[src/rtl/regfile_mp.sv]
// Multi-read-port register file with a per-register pending-write scoreboard
// and a one-register-per-cycle clear engine. Optional forwarding: REGFILE_BYPASS_EN.
module regfile_mp #(
    parameter int XLEN     = 32,
    parameter int NREG     = 32,
    parameter int NRD      = 2,
    parameter int ZERO_REG = 1,
    localparam int AW      = $clog2(NREG)
) (
    input  logic                  i_clk,
    input  logic                  i_rst_n,
    input  logic [NRD*AW-1:0]     i_ra,
    output logic [NRD*XLEN-1:0]   o_rd,
    output logic [NRD-1:0]        o_rdy,
    input  logic [AW-1:0]         i_aw,
    input  logic                  i_ew,
    input  logic [XLEN-1:0]       i_dw,
    input  logic                  i_rsv,
    input  logic [AW-1:0]         i_rsv_a,
    input  logic                  i_clr,
    output logic                  o_busy
);

    typedef enum logic {
        ST_IDLE  = 1'b0,
        ST_CLEAR = 1'b1
    } state_t;

    state_t              r_state;
    logic [AW-1:0]       r_cnt;
    logic                r_busy;
    logic [NREG-1:0]     r_pend;
    logic [NREG-1:0]     w_pend_next;
    logic [XLEN-1:0]     r_mem [NREG];
    logic                w_wr_ok;

    assign w_wr_ok = i_ew && !((ZERO_REG != 0) && (i_aw == '0));
    assign o_busy  = r_busy;

    // Reserve takes priority over the writeback clear of the same register.
    genvar gi;
    generate
        for (gi = 0; gi < NREG; gi++) begin : g_pend
            if ((ZERO_REG != 0) && (gi == 0)) begin : g_zero
                assign w_pend_next[gi] = 1'b0;
            end else begin : g_norm
                assign w_pend_next[gi] = (i_rsv && (i_rsv_a == AW'(gi))) ? 1'b1 :
                                         (i_ew  && (i_aw    == AW'(gi))) ? 1'b0 :
                                         r_pend[gi];
            end
        end
    endgenerate

    always_ff @(posedge i_clk or negedge i_rst_n) begin
        if (!i_rst_n) begin
            r_state <= ST_IDLE;
            r_cnt   <= '0;
            r_busy  <= 1'b0;
            r_pend  <= '0;
        end else begin
            case (r_state)
                ST_IDLE: begin
                    if (i_clr) begin
                        r_state <= ST_CLEAR;
                        r_cnt   <= '0;
                        r_busy  <= 1'b1;
                        r_pend  <= '0;
                    end else begin
                        r_pend  <= w_pend_next;
                    end
                end
                ST_CLEAR: begin
                    if (r_cnt == AW'(NREG - 1)) begin
                        r_state <= ST_IDLE;
                        r_busy  <= 1'b0;
                        r_cnt   <= '0;
                    end else begin
                        r_cnt   <= r_cnt + 1'b1;
                    end
                end
                default: r_state <= ST_IDLE;
            endcase
        end
    end

    // Storage is deliberately not reset; only the clear engine or writes define it.
    always_ff @(posedge i_clk) begin
        if (r_state == ST_CLEAR) begin
            r_mem[r_cnt] <= '0;
        end else if (w_wr_ok) begin
            r_mem[i_aw] <= i_dw;
        end
    end

    generate
        for (gi = 0; gi < NRD; gi++) begin : g_rd
            logic [AW-1:0]   w_ra;
            logic [XLEN-1:0] w_data;
            logic            w_rdy;

            assign w_ra = i_ra[gi*AW +: AW];

            always_comb begin
                w_data = r_mem[w_ra];
                w_rdy  = ~r_pend[w_ra];
                if ((ZERO_REG != 0) && (w_ra == '0)) begin
                    w_data = '0;
                    w_rdy  = 1'b1;
                end
`ifdef REGFILE_BYPASS_EN
                if (i_ew && (r_state == ST_IDLE) && (i_aw == w_ra) &&
                    ((i_aw != '0) || (ZERO_REG == 0))) begin
                    w_data = i_dw;
                    w_rdy  = 1'b1;
                end
`endif
            end

            assign o_rd[gi*XLEN +: XLEN] = w_data;
            assign o_rdy[gi]             = w_rdy;
        end
    endgenerate

endmodule

[config.mk]
export PLATFORM = sky130hd
export DESIGN_NAME = regfile_mp
export DESIGN_NICKNAME = d
export VERILOG_FILES = /design/src/rtl/regfile_mp.sv
export SDC_FILE = /design/constraint.sdc
export NUM_CORES = 1
export LEC_CHECK = 0
export ABC_AREA = 1
export CAP_MARGIN = 40
export CELL_PAD_IN_SITES_DETAIL_PLACEMENT = 1
export CELL_PAD_IN_SITES_GLOBAL_PLACEMENT = 1
export CORE_MARGIN = 2
export CORE_UTILIZATION = 30
export DETAILED_ROUTE_END_ITERATION = 10
export MAX_ROUTING_LAYER = met4
export PLACE_DENSITY_LB_ADDON = 0.1
export SYNTH_ARGS = -nofsm -noshare
export SYNTH_HDL_FRONTEND = slang
export SYNTH_SLANG_ARGS = --single-unit
export TNS_END_PERCENT = 100
[constraint.sdc]
create_clock -name i_clk -period 4.3 [get_ports i_clk]
set_input_delay 0.86 -clock i_clk [delete_from_list [all_inputs] [get_ports i_clk]]
set_output_delay 0.86 -clock i_clk [all_outputs]
set_load 0.05 [all_outputs]
### After elaboration in Yosys (flattened, before gate mapping)

Memories as Yosys holds them, arrays and structs flattened.
Index checks and enable logic that the tools add are counted.

* shift operators: 0
* bitwise logic cells: 3
* $lt $le $gt $ge: 2
* $mul: 0
* reduce and logical (&&, ||, !) cells: 131
* equal/unequal tests: 65
* add/subtract/negate cells: 1
* div/mod/pow operators: 0
* mux-type cells: 88

Operator list (number)
* == test 5 bit, second input constant: 33
* two-way mux 32 bit: 4
* nonzero test 3 bit: 31
* == test 5 x 4 -> 1 bit, second input constant: 16
* two-way mux 1 bit: 76
* AND reduction 2 bit: 32
* logical AND 1 bit: 63
* == test 5 x 3 -> 1 bit, second input constant: 8
* OR reduction 32 bit: 1
* == test 5 x 2 -> 1 bit, second input constant: 4
* logical NOT 5 bit: 3
* two-way mux 5 bit: 3
* < comparator 5 x 6 -> 1 bit, second input constant: 2
* binary-select mux 1 bit (select 5 bit): 2
* == test 5 x 1 -> 1 bit, second input constant: 2
* case mux 5 bit (2 select lines): 1
* adder 5 x 1 -> 5 bit, second input constant: 1
* case mux 1 bit (2 select lines): 2
* NOT 1 bit: 3
* != test 2 x 1 -> 1 bit, second input constant: 1
* != test 2 bit, second input constant: 1
* logical NOT 1 bit: 1

* word-level logic and storage cells: 326
* memory bits (writable): 1024
* bits in latches: 0
* register bits after elaboration: 39
* memory bits (read-only): 0
* input port bits: 57
* memories kept: 1
* output and inout port bits: 67

Memory list
* r_mem: depth 32, width 32, rd ports 2, clocked after Yosys merged registers in 0, wr ports 1, RTL line 34 `logic [XLEN-1:0] r_mem [NREG];`

### Longest topological paths before layout

* depth after elaboration: 8
* depth in mapped cells: 13
* gate-level depth less buffers: 9

### Worst setup path after synthesis

No wires, ideal clock.

* path type: in2reg
* start: input port i_aw[0]
* end: memory r_mem[19][0] (enable)
* buffers on the path: 0
* data required time: 3.879 ns
* stages: 7
* setup slack: 0.799 ns
* arrival: 3.080 ns
* setup time: 0.421 ns
* cell sequence: nor2_2 nand3_2 nand3_2 nand2_1 nand2_1 nand3_2 nor2_1

* cells in the longest elaborated chain, start to end: 8
* elaborated cells on any way between the ends: 9
* those cells by class: 5 x mux; 4 x reduce/logical

Ends and longest elaborated chain
* from (decl): RTL line 15 `input logic [AW-1:0] i_aw,`
* logical NOT 5 bit: RTL line 37 `assign w_wr_ok = i_ew && !((ZERO_REG != 0) && (i_aw == '0));`
* logical NOT 1 bit: RTL line 37
* logical AND 1 bit: RTL line 37
* two-way mux 1 bit: RTL line 90 `end else if (w_wr_ok) begin`
* two-way mux 1 bit: RTL line 88 `if (r_state == ST_CLEAR) begin`
* two-way mux 1 bit (not written as such): RTL line 91 `r_mem[i_aw] <= i_dw;`
* OR reduction 32 bit (no source line)
* two-way mux 5 bit (no source line) or two-way mux 1 bit (tied branches)
* to (decl): RTL line 34

Parallel ways exist; a longest one is shown, timed or not.

### Worst setup path after layout

* start: input port i_ra[0]
* end: output port o_rd[27]

* cells in the longest elaborated chain, start to end: 2
* elaborated cells on any way between the ends: 3
* those cells by class: 1 x mux; 1 x reduce/logical; 1 x memory

Ends and longest elaborated chain
* from (decl): RTL line 12 `input logic [NRD*AW-1:0] i_ra,`
* memory (32 x 32 bit) or logical NOT 5 bit (tied branches)
* two-way mux 32 bit *: RTL line 106 `if ((ZERO_REG != 0) && (w_ra == '0)) begin`
* to (decl): RTL line 13 `output logic [NRD*XLEN-1:0] o_rd,`

Every way passes the cells marked *; elsewhere a longest branch is shown, timed or not.

==> summary.txt <==
Run status
  • Outcome: finished clean

Die
  • Die height: 432 um
  • I/O pin count: 124
  • Die area: 186000 um^2
  • Starting Density: 30.1%
  • Die Span X: 432 um
  • Core ar.: 182000 um^2
  • Row cnt: 157

Power and ir drop
  • Clock power frac: 35.1%
  • Pwr Total: 32.7 mW
  • Sequential power share: 41.6%
  • Power share of the combinational group: 23.3%
  • Leakage Power: 26.3 nW
  • Switching fraction of total power: 33.0%
  • Max rail drop VDD: 0.000329 V
  • Sw power: 10.8 mW
  • Internal power: 21.9 mW
  • Power Density: 494 nW/um^2

Setup path
  • Reg2reg start: r_state
  • FF-to-FF setup slack: 1.46 ns
  • CP endpoint kind: output port
  • R2R depth: 8
  • R2r endpoint: r_mem[17][6]
  • Worst EP arrival: 3.10 ns
  • CP most frequent cell: nand2_1
  • CP Class: in -> out
  • Worst EP required: 3.44 ns
  • CP Launch Type: input port
  • Worst-path fanout max: 62
  • CP max stage delay: 0.69 ns
  • Crit-path slowest cell: buf_4
  • Worst-path cell chain: buf_8, buf_4, nand2_1, nand3_1, nand3_1, nand2_1, nand2_1, nand3_1, nand2_1, nor2_1, buf_4, buf_12

CTS
  • Clock transition at path regs: 0.05 ns
  • Root buf cell: clkbuf_16
  • Post_cts resized: 0
  • Number of setup buffers added after CTS: 0
  • TritonCTS Sinks: 1062
  • Total CTS buffers: 136
  • Worst-Skew Late Latency: 0.79 ns
  • Hold buffer count at CTS: 1
  • CTS H-tree lvls: 4
  • Clock Path Buffers: 3
  • TritonCTS clock tree: built

Synthesis
  • Mean Syn Cell Area: 8.49 um^2
  • Synth Net Count: 6526
  • Synth Instances: 6467
  • Top cells by count, synth: 2657 x nand2_1, 1459 x nand3_1, 1024 x edfxtp_1
  • Number of flops mapped to enable cells by yosys: 1024
  • Ys async rst share: 3.58%
  • Main flop type after synthesis: edfxtp_1
  • Most frequent cell after synthesis: nand2_1
  • Cell taking the most area after synthesis: edfxtp_1
  • #FFs+latches synth: 1062
  • Synth warn: 0
  • Post-synth top area share: 56.0%
  • Post-synth cell types: 28
  • Mapped Area: 54900 um^2
  • Synth top area cells: edfxtp_1 56%, nand2_1 18%, nand3_1 13%
  • Sequential area share after synthesis: 57.7%

Drt
  • Routed wire length: 253000 um
  • Drt wl/cell: 28.0 um
  • Number of detailed-route iterations in the first pass: 5
  • Post-route DRC violation count: 0
  • 1st-iter DRT viols: 3752
  • Via count: 49038
  • Post-DRT Antenna Nets: 0
  • DR vias/cell: 5.42

STA
  • Final setup viols: 0
  • Fmax: 0.253 GHz
  • Worst-margin pin slew: 0.818 ns
  • RSZ-0062 raised after global routing: no
  • Setup TNS: 0 ns
  • Crit share post-route: 92.1%
  • Worst hold margin: 0.482 ns
  • Minimum clock period: 3.96 ns
  • Clk_skew: 0.0320 ns
  • Slew HR: 45.5%
  • Final Max Tran Viols: 0
  • Final Hold Viols: 0

Finish
  • P&R area growth vs syn: 20.5%
  • Nets: 6616
  • Final core utilization: 36.3%
  • Layout cells sized above 1: 9.73%

Place
  • Hpwl dp: 146000 um
  • Port Buf Inserts: 123
  • Final RePlAce weighted congestion: 0.826

Hold path
  • Hold WC Path Type: in -> async

GRT
  • First-pass GRT wire length: 364000 um
  • Gr usage total: 27.7%
  • GRT overflow: 0
  • Pin count of the biggest net entering global routing: 89
  • Antenna violations before repair: 4
  • Number of global-route vias before repair: 50677

Job
  • Max_cap viols: 0
[area by class of cell]
| cell class | count | area [um^2] |
|---|---|---|
| Multi-Input combinational cell | 4823 | 20800 |
| Antenna cell | 1 | 2.50 |
| Fill cell | 20974 | 116000 |
| Sequential cell | 1062 | 31700 |
| Clock inverter | 74 | 621 |
| Tap cell | 2385 | 2980 |
| Inverter | 112 | 470 |
| Clock buffer | 174 | 3760 |
| Timing Repair Buffer | 422 | 5840 |
[power by group through the flow]
stage | clock [mW] | combinational (mW) | sequential [mW]
floorplan | 0 | 3.42 | 13.7
global placement | 0 | 7.56 | 13.8
detailed placement | 0 | 7.63 | 13.8
CTS | 11.7 | 7.66 | 13.6
global route | 12.1 | 8.08 | 13.7
finish | 11.5 | 7.62 | 13.6
[cells in the final DEF, fill, tap and decap left out, types with 3 or more instances in the layout]
cell type,instances
a21oi_1,120
buf_12,197
buf_2,3
buf_4,164
buf_8,8
bufinv_16,9
clkbuf_1,28
clkbuf_16,146
clkdlybuf4s50_1,46
clkinv_1,34
clkinv_2,22
clkinv_8,3
clkinvlp_4,4
dfrtp_1,38
edfxtp_1,1024
inv_1,98
inv_2,5
inv_8,6
nand2_1,2657
nand3_1,1457
nand3_2,5
nand3_4,3
nand4_1,4
nor2_1,329
nor2_2,33
nor2_4,32
nor3_1,5
o2111ai_1,4
o211ai_1,13
o21ai_0,123
o21ai_1,28
o22ai_1,3
[registers in the layout, summed over array words and instances (netlist names)]
register,flops
r_pend,31
o_busy,1
r_state,1
r_mem,1024
r_cnt,5
[metrics by stage]
stage	setup slack, ns	std cells	area (um^2)
after detailed placement	0.327	8803	61800
final	0.342	9053	66200
after floorplan	0.799	6467	54900
after global placement	0.340	8796	61700
after CTS	0.323	9052	66200
after global routing	0.205	9053	66200
[how the worst max path moves through the flow]
stage	startpoint	end	slack, ns	cells past startpoint
finish	i_ra[0]	o_rd[27]	0.34	12
global placement	i_ra[0]	o_rd[27]	0.34	12
detailed placement	i_ra[0]	o_rd[27]	0.33	12
CTS	i_ra[0]	o_rd[27]	0.32	12
floorplan	i_aw[0]	r_mem[19][0]	0.80	7
global route	i_ra[0]	o_rd[27]	0.20	12
[per-layer routing]
metal | share of wire, % | vias up | global-route usage, %
met5 | 0 | - | -
met4 | 3.2 | 0 | 8.53
met3 | 4.5 | 372 | 3.05
met2 | 47 | 1275 | 44.7
met1 | 45 | 25331 | 36.4
li1 | - | 22060 | -
[worst max-delay path, delay by kind of cell]
| family | cells | cell delay (ns) |
|---|---|---|
| buffers and inverters | 4 | 1.28 |
| and+or+nand+nor | 8 | 0.91 |
[cells by family (layout without fill, tap and decap cells)]
| family | after synthesis | after routing | share of synthesized area, % |
|---|---|---|---|
| buffers and inverters | 582 | 782 | 5.02 |
| other | 0 | 1 | 0 |
| AOI/OAI and AO/OA | 294 | 294 | 2.79 |
| adders and majority gates | 2 | 2 | 0.0456 |
| xor gates and xnor gates | 1 | 1 | 0.0160 |
| DFF | 1062 | 1062 | 57.7 |
| and+or+nand+nor | 4526 | 4526 | 34.4 |
Power figures use the tool's default switching activity.
